===== config.mk =====
export PLATFORM = sky130hd
export DESIGN_NAME = lif_array_flat
export DESIGN_NICKNAME = d
export VERILOG_FILES = /design/src/rtl/lif_array_if.sv /design/src/rtl/lif_array.sv /design/src/flat_wrapper.sv
export SDC_FILE = /design/constraint.sdc
export NUM_CORES = 1
export LEC_CHECK = 0
export ABC_AREA = 1
export CAP_MARGIN = 20
export CORE_MARGIN = 2
export CORE_UTILIZATION = 50
export CTS_CLUSTER_DIAMETER = 100
export DETAILED_ROUTE_END_ITERATION = 6
export PLACE_DENSITY_LB_ADDON = 0.1
export SYNTH_ARGS = -nofsm -noshare
export SYNTH_HDL_FRONTEND = slang
export SYNTH_SLANG_ARGS = --single-unit

===== constraint.sdc =====
create_clock -name clk -period 8.78 [get_ports clk]
set_clock_uncertainty 0.2 [all_clocks]
set_input_delay 0.878 -clock clk [delete_from_list [all_inputs] [get_ports clk]]
set_output_delay 0.878 -clock clk [all_outputs]
set_load 0.05 [all_outputs]

===== src/rtl/lif_array_if.sv =====
// Bus bundle for lif_array: time-step strobe, input currents, config write port and
// registered spike/state outputs.
interface lif_array_if #(
    parameter int unsigned N = 4,
    parameter int unsigned W = 8
);
    logic             step;
    logic [N*W-1:0]   current;
    logic             cfg_we;
    logic [1:0]       cfg_addr;
    logic [W-1:0]     cfg_wdata;
    logic [N-1:0]     spike;
    logic [N*W-1:0]   state;

    modport master (
        output step, current, cfg_we, cfg_addr, cfg_wdata,
        input  spike, state
    );

    modport slave (
        input  step, current, cfg_we, cfg_addr, cfg_wdata,
        output spike, state
    );
endinterface


===== src/rtl/lif_array.sv =====
// Array of N leaky integrate-and-fire neurons sharing one threshold/mode/refractory config.
// Optional feature: define LIF_REFRACTORY_EN to add per-neuron refractory counters.
module lif_array #(
    parameter int unsigned N          = 4,
    parameter int unsigned W          = 8,
    parameter int unsigned BETA_SHIFT = 1,
    parameter int unsigned REFRAC_W   = 4
) (
    input  logic         clk,
    input  logic         rst_n,
    lif_array_if.slave   bus
);

    localparam logic [W-1:0] THRESH_RST  = {1'b0, {(W-1){1'b1}}};
    localparam logic [1:0]   ADDR_THRESH = 2'd0;
    localparam logic [1:0]   ADDR_REFRAC = 2'd1;
    localparam logic [1:0]   ADDR_MODE   = 2'd2;

    if (BETA_SHIFT >= W || REFRAC_W == 0 || REFRAC_W > W) begin : g_param_err
        $error("lif_array: BETA_SHIFT must be < W and REFRAC_W in 1..W");
    end

    logic [W-1:0]   thresh_q, thresh_d;
    logic           mode_q, mode_d;
    logic [W-1:0]   state_q [N];
    logic [W-1:0]   state_d [N];
    logic [N-1:0]   spike_q, spike_d;

    logic [W-1:0]   cur  [N];
    logic [W-1:0]   leak [N];
    logic [W:0]     sum_w [N];
    logic [W-1:0]   sum  [N];

`ifdef LIF_REFRACTORY_EN
    logic [REFRAC_W-1:0] period_q, period_d;
    logic [REFRAC_W-1:0] cnt_q [N];
    logic [REFRAC_W-1:0] cnt_d [N];
`endif

    // Config writes land on this edge; neuron update below still sees the _q values.
    always_comb begin
        thresh_d = thresh_q;
        mode_d   = mode_q;
`ifdef LIF_REFRACTORY_EN
        period_d = period_q;
`endif
        if (bus.cfg_we) begin
            case (bus.cfg_addr)
                ADDR_THRESH: thresh_d = bus.cfg_wdata;
                ADDR_MODE:   mode_d   = bus.cfg_wdata[0];
`ifdef LIF_REFRACTORY_EN
                ADDR_REFRAC: period_d = bus.cfg_wdata[REFRAC_W-1:0];
`endif
                default: ;
            endcase
        end
    end

    // Per-neuron integrate, saturate, fire and reset; neurons are fully independent.
    always_comb begin
        for (int i = 0; i < N; i++) begin
            cur[i]     = bus.current[i*W +: W];
            leak[i]    = state_q[i] >> BETA_SHIFT;
            sum_w[i]   = {1'b0, cur[i]} + {1'b0, leak[i]};
            sum[i]     = sum_w[i][W] ? {W{1'b1}} : sum_w[i][W-1:0];
            state_d[i] = state_q[i];
            spike_d[i] = 1'b0;
`ifdef LIF_REFRACTORY_EN
            cnt_d[i]   = cnt_q[i];
`endif
            if (bus.step) begin
`ifdef LIF_REFRACTORY_EN
                if (cnt_q[i] != '0) begin
                    cnt_d[i]   = cnt_q[i] - REFRAC_W'(1);
                    state_d[i] = leak[i];
                end else
`endif
                if (sum[i] >= thresh_q) begin
                    spike_d[i] = 1'b1;
                    state_d[i] = mode_q ? (sum[i] - thresh_q) : '0;
`ifdef LIF_REFRACTORY_EN
                    cnt_d[i]   = period_q;
`endif
                end else begin
                    state_d[i] = sum[i];
                end
            end
        end
    end

    always_ff @(posedge clk) begin
        if (!rst_n) begin
            thresh_q <= THRESH_RST;
            mode_q   <= 1'b0;
            spike_q  <= '0;
            for (int i = 0; i < N; i++) begin
                state_q[i] <= '0;
            end
`ifdef LIF_REFRACTORY_EN
            period_q <= '0;
            for (int i = 0; i < N; i++) begin
                cnt_q[i] <= '0;
            end
`endif
        end else begin
            thresh_q <= thresh_d;
            mode_q   <= mode_d;
            spike_q  <= spike_d;
            for (int i = 0; i < N; i++) begin
                state_q[i] <= state_d[i];
            end
`ifdef LIF_REFRACTORY_EN
            period_q <= period_d;
            for (int i = 0; i < N; i++) begin
                cnt_q[i] <= cnt_d[i];
            end
`endif
        end
    end

    for (genvar g = 0; g < N; g++) begin : g_pack
        assign bus.state[g*W +: W] = state_q[g];
    end
    assign bus.spike = spike_q;

endmodule


===== src/flat_wrapper.sv =====
// flat-port wrapper written by rule: the top's interface ports become plain ports
module lif_array_flat 
#(
    parameter int unsigned N          = 4,
    parameter int unsigned W          = 8,
    parameter int unsigned BETA_SHIFT = 1,
    parameter int unsigned REFRAC_W   = 4
)
  (clk, rst_n, bus_step, bus_current, bus_cfg_we, bus_cfg_addr, bus_cfg_wdata, bus_spike, bus_state);
  lif_array_if #(.N(N), .W(W)) bus_i ();
  input  logic clk;
  input  logic rst_n;
  input wire logic [$bits(bus_i.step)-1:0] bus_step;
  input wire logic [$bits(bus_i.current)-1:0] bus_current;
  input wire logic [$bits(bus_i.cfg_we)-1:0] bus_cfg_we;
  input wire logic [$bits(bus_i.cfg_addr)-1:0] bus_cfg_addr;
  input wire logic [$bits(bus_i.cfg_wdata)-1:0] bus_cfg_wdata;
  output wire logic [$bits(bus_i.spike)-1:0] bus_spike;
  output wire logic [$bits(bus_i.state)-1:0] bus_state;
  assign bus_i.step = bus_step;
  assign bus_i.current = bus_current;
  assign bus_i.cfg_we = bus_cfg_we;
  assign bus_i.cfg_addr = bus_cfg_addr;
  assign bus_i.cfg_wdata = bus_cfg_wdata;
  assign bus_spike = bus_i.spike;
  assign bus_state = bus_i.state;
  lif_array #(.N(N), .W(W), .BETA_SHIFT(BETA_SHIFT), .REFRAC_W(REFRAC_W)) u_core (.clk(clk), .rst_n(rst_n), .bus(bus_i));
endmodule

Word-level counts from Yosys, hierarchy flattened --
Memories as Yosys holds them, arrays and structs flattened. Index checks and enable logic that the tools add are counted. W data, S select, Z words.
Word-level totals: bits in registers 13, RAM bits 32, word-level logic and storage cells 51, memories 1
Cells by class: $add $sub $neg 8, $lt $le $gt $ge 4, equality and inequality tests 1, mux-type cells 26, bitwise logic cells 4, reduce and logical (&&, ||, !) cells 4
Memory list:
- u_core.state_q | words 4, bits a word 8, rd ports 4, clocked after memory_dff 0, wr ports 4, line lif_array.sv:25 | logic [W-1:0] state_q [N];
Operator list (number):
- $mux W8 | 20
- $add A8 B7 Y9 | 4
- $ge A8 B8 Y1 | 4
- $sub A8 B8 Y8 | 4
- $mux W1 | 6
- $reduce_and A2 Y1 | 3
- $or A1 B1 Y1 | 4
- $eq A2 B2 Y1 const B | 1
- $logic_not A2 Y1 | 1

Longest topological paths before layout --
An unclocked memory read counts as a cell.
depth after elaboration 8, gate-level depth with buffers 22

Least setup slack after synthesis --
No wires, ideal clock.
path kind input to register, start point input bus_current[24], end point memory u_core.state_q[3][1] (netlist: u_core.state_q[0][25]), setup time 0.121 ns, arrival 3.342 ns, required time 8.459 ns, path slack 5.118 ns, stages on the path 20, path buffers 0, path through ha_1 -> fa_1 -> nand2_1 -> inv_1 -> nand2_1 -> nand2_2 -> a21oi_4 -> inv_2 -> nor2_1 -> ha_1 -> inv_1 -> fa_1 -> nand3_1 -> nand3_1 -> nand2_1 -> nand2_2 -> inv_2 -> nor2_1 -> nor2_1 -> a21oi_1
RTL lines:
- from (decl) | line flat_wrapper.sv:14 | input wire logic [$bits(bus_i.current)-1:0] bus_current;
- to (decl) | line lif_array.sv:25

==> flow_summary_export.csv <==
group,metric,value,unit
outcome,status,"finished, final reports clean",
sta,hold_violations,0,
placement,dpl_cell_area,6260,um^2
sta,rsz0062_at_grt,"no",
route,top_layer_used,"met4",
logic_synthesis,syn-cell-area,5310,um^2
sta,slew-limit-headroom,57.4,%
logic_synthesis,synth_seq_area_share,17.0,%
setup_path,worstRegToRegCells,20,
layout,fillerInstances,1055,
cts,numCtsBuffers,5,
setup_path,regToRegStartpoint,"u_core.state_q[0][25]$_SDFFE_PN0P_",
logic_synthesis,syn_inst,907,
worst_hold_path,hold_start,"u_core.state_q[0][8]$_SDFFE_PN0P_",
setup_path,worstSetupPathType,"in -> reg",
route,antenna_left,0,
setup_path,start_kind,"input port",
cts,htreeDepth,2,
die,dieArea,11500,um^2
layout,layout_common_cells,"nand2_1 (314), inv_1 (144), nor2_1 (87)",
sta,tns,0,ns
layout,area_growth,19.8,%
route,drt_first_pass_iters,5,
placement,gp_congestion,0.909,
route,wl_met1,6730,um
route,vias,5535,
global_routing,grt_pass1_vias,5126,
placement,placedCellCount,1115,
setup_path,required,8.78,ns
cts,cts_sinks,45,
logic_synthesis,syn-num-nets,1025,
global_routing,grt_first_pass_wirelength,23500,um
logic_synthesis,yosys.area.top_type,"nand2_1",
sta,finalSetupViolations,0,
die,core.rowCount,37,
die,start_util,51.4,%
cts,cts.reportedPaths.clkPinSlew,0.10,ns
global_routing,antenna_found_initial,0,
logic_synthesis,synth_top_flop_cell,"dfxtp_1",
power_and_ir_drop,p_leak,0.00357,uW
cts,cts_setup_buffers,0,
logic_synthesis,synth.top_cell.area_share,22.2,%
global_routing,grt_max_degree,45,
logic_synthesis,synth.avg_cell_area,5.85,um^2
route,wl,13700,um
logic_synthesis,async_flop_share,0,%
route,routed-wl-met2,6220,um
layout,design_area,6360,um^2
layout,final_nets,1104,
route,wl_per_cell,12.2,um
layout,multi_input_area,3730,um^2
layout,mostFrequentLayoutCell,"nand2_1",
sta,period_share,45.7,%
setup_path,timing.rr.end,"u_core.state_q[0][25]$_SDFFE_PN0P_",
worst_hold_path,whs_endpoint,"u_core.state_q[0][8]$_SDFFE_PN0P_",
logic_synthesis,synth.area.top_cells,"nand2_1 (22%), dfxtp_1 (17%), ha_1 (15%), inv_1 (10%), nand3_1 (6.9%)",
power_and_ir_drop,power_density,168,nW/um^2
route,viasPerCell,4.93,
setup_path,r2r_slack,5.38,ns
logic_synthesis,synth_cell_types,39,
die,core_area,10300,um^2
run,max_cap_viol_count,0,
setup_path,cp-end-kind,"flop",
power_and_ir_drop,vdd_drop_max,0.0000854,V
cts,cts-root-buf,"clkbuf_8",
layout,stdcell_count,1123,
sta,timing.fmax,249,MHz
placement,dpl.hpwl,10900,um
route,route.met3.wl,640,um
die,dieHeight,107,um
sta,final-max-slew-violation-count,0,
placement,port_buffers,81,
cts,post_cts_resized,0,
cts,cts-hold-fix-buffers,0,
route,drt_iter0_markers,290,
worst_hold_path,hold_path.class,"reg -> reg",
route,drc_errors,0,
cts,insertion_delay,0.31,ns
logic_synthesis,synth_edf_count,0,
setup_path,crit_fanout,10,
layout,layout-drive-gt1-share,5.07,%
setup_path,cp.arrival,4.02,ns
cts,clk_path_buf_depth,2,
layout,diodes,0,
die,die_x,107,um
sta,period_minus_slack,4.02,ns
global_routing,grtUsageTotal,25.0,%
sta,tightestPinTransition,0.635,ns
cts,cts_tree,"built",
global_routing,gr-total-overflow,0,
worst_hold_path,min_path_cells,2,
layout,seqCellArea,901,um^2
logic_synthesis,synth-seq-cells,45,
die,pin_count,82,
logic_synthesis,yosys_warnings,0,
==> how the worst max path moves through the flow <==
stage / start / depth (start not counted) / slack [ns] / to
floorplan: bus_current[24] / 20 / 5.12 / u_core.state_q[0][25]$_SDFFE_PN0P_
global placement: bus_current[8] / 21 / 4.44 / u_core.state_q[0][15]$_SDFFE_PN0P_
detailed placement: bus_current[8] / 21 / 4.43 / u_core.state_q[0][15]$_SDFFE_PN0P_
CTS: bus_current[8] / 21 / 4.75 / u_core.state_q[0][15]$_SDFFE_PN0P_
global route: bus_current[8] / 20 / 4.41 / u_core.state_q[0][8]$_SDFFE_PN0P_
finish: bus_current[24] / 21 / 4.76 / u_core.state_q[0][25]$_SDFFE_PN0P_
==> kinds of logic (layout without fill, tap and decap cells) <==
kind of cell	count (synthesis)	after routing	synth area share [%]
DFF	45	45	17.0
buffers and inverters	176	256	12.7
adders and majority gates	72	72	18.1
and+or+nand+nor	514	514	40.5
xor gates and xnor gates	18	18	2.97
AOI/OAI and AO/OA	82	82	8.75
==> worst max-delay path: stages <==
cell and delay, ns:
clkdlybuf4s50_1 0.40, ha_1 0.21, fa_1 0.40, nand2_1 0.09, inv_1 0.04, nand2_1 0.06
nand2_2 0.08, a21oi_4 0.22, inv_2 0.07, nor2_1 0.15, ha_1 0.16, inv_1 0.05
fa_1 0.44, nand3_1 0.12, nand3_1 0.08, nand2_1 0.11, nand2_2 0.08, inv_2 0.14
nor2_1 0.06, nor2_1 0.08, a21oi_1 0.08
==> per-layer routing <==
metal	GRT usage, %	vias to the layer above
met4	5.84	0
met5	0	-
met3	2.80	15
li1	-	2992
met1	33.9	2421
met2	42.3	107
==> cell usage after synthesis (3+ instances only) <==
cell type,number
nand2_1,314
inv_1,144
nor2_1,87
nand3_1,73
ha_1,64
dfxtp_1,45
a21oi_1,35
o21ai_0,21
inv_2,13
nand4_1,12
xor2_1,12
o21ai_1,9
fa_1,8
nand2_2,7
clkbuf_1,6
o211ai_1,6
xnor2_1,6
clkinv_1,5
buf_2,4
a21o_1,3
nand3_2,3
nor2_2,3
or2_1,3
or2_2,3
==> state kept, by name (all words and copies together), names as in the netlist <==
name              cells
u_core.bus.spike      4
u_core.mode_q         1
u_core.state_q       32
u_core.thresh_q       8
==> power breakdown <==
group / internal (uW) / switching, uW
clock: 71.5 / 79.6
sequential: 225 / 17.7
combinational: 249 / 423
total: 546 / 521
==> through the flow <==
step | total power, uW | utilization [%] | worst slack [ns] | hold WS, ns
final | 1070 | 61.6 | 4.76 | 0.339
after global routing | 1170 | 61.6 | 4.41 | 0.380
after CTS | 1070 | 61.6 | 4.75 | 0.346
after detailed placement | 913 | 60.6 | 4.43 | 0.326
after global placement | 910 | 60.6 | 4.44 | 0.327
after floorplan | 751 | - | 5.12 | 0.303
==> cell type report <==
class / instances / area share [%]
Tap cell: 136 / 2.68
Clock buffer: 7 / 1.52
Timing Repair Buffer: 84 / 13.1
Sequential cell: 45 / 14.2
Clock inverter: 1 / 0.0787
Multi-Input combinational cell: 686 / 58.7
Inverter: 164 / 9.74
No activity file was read; power rests on OpenSTA's default activity.
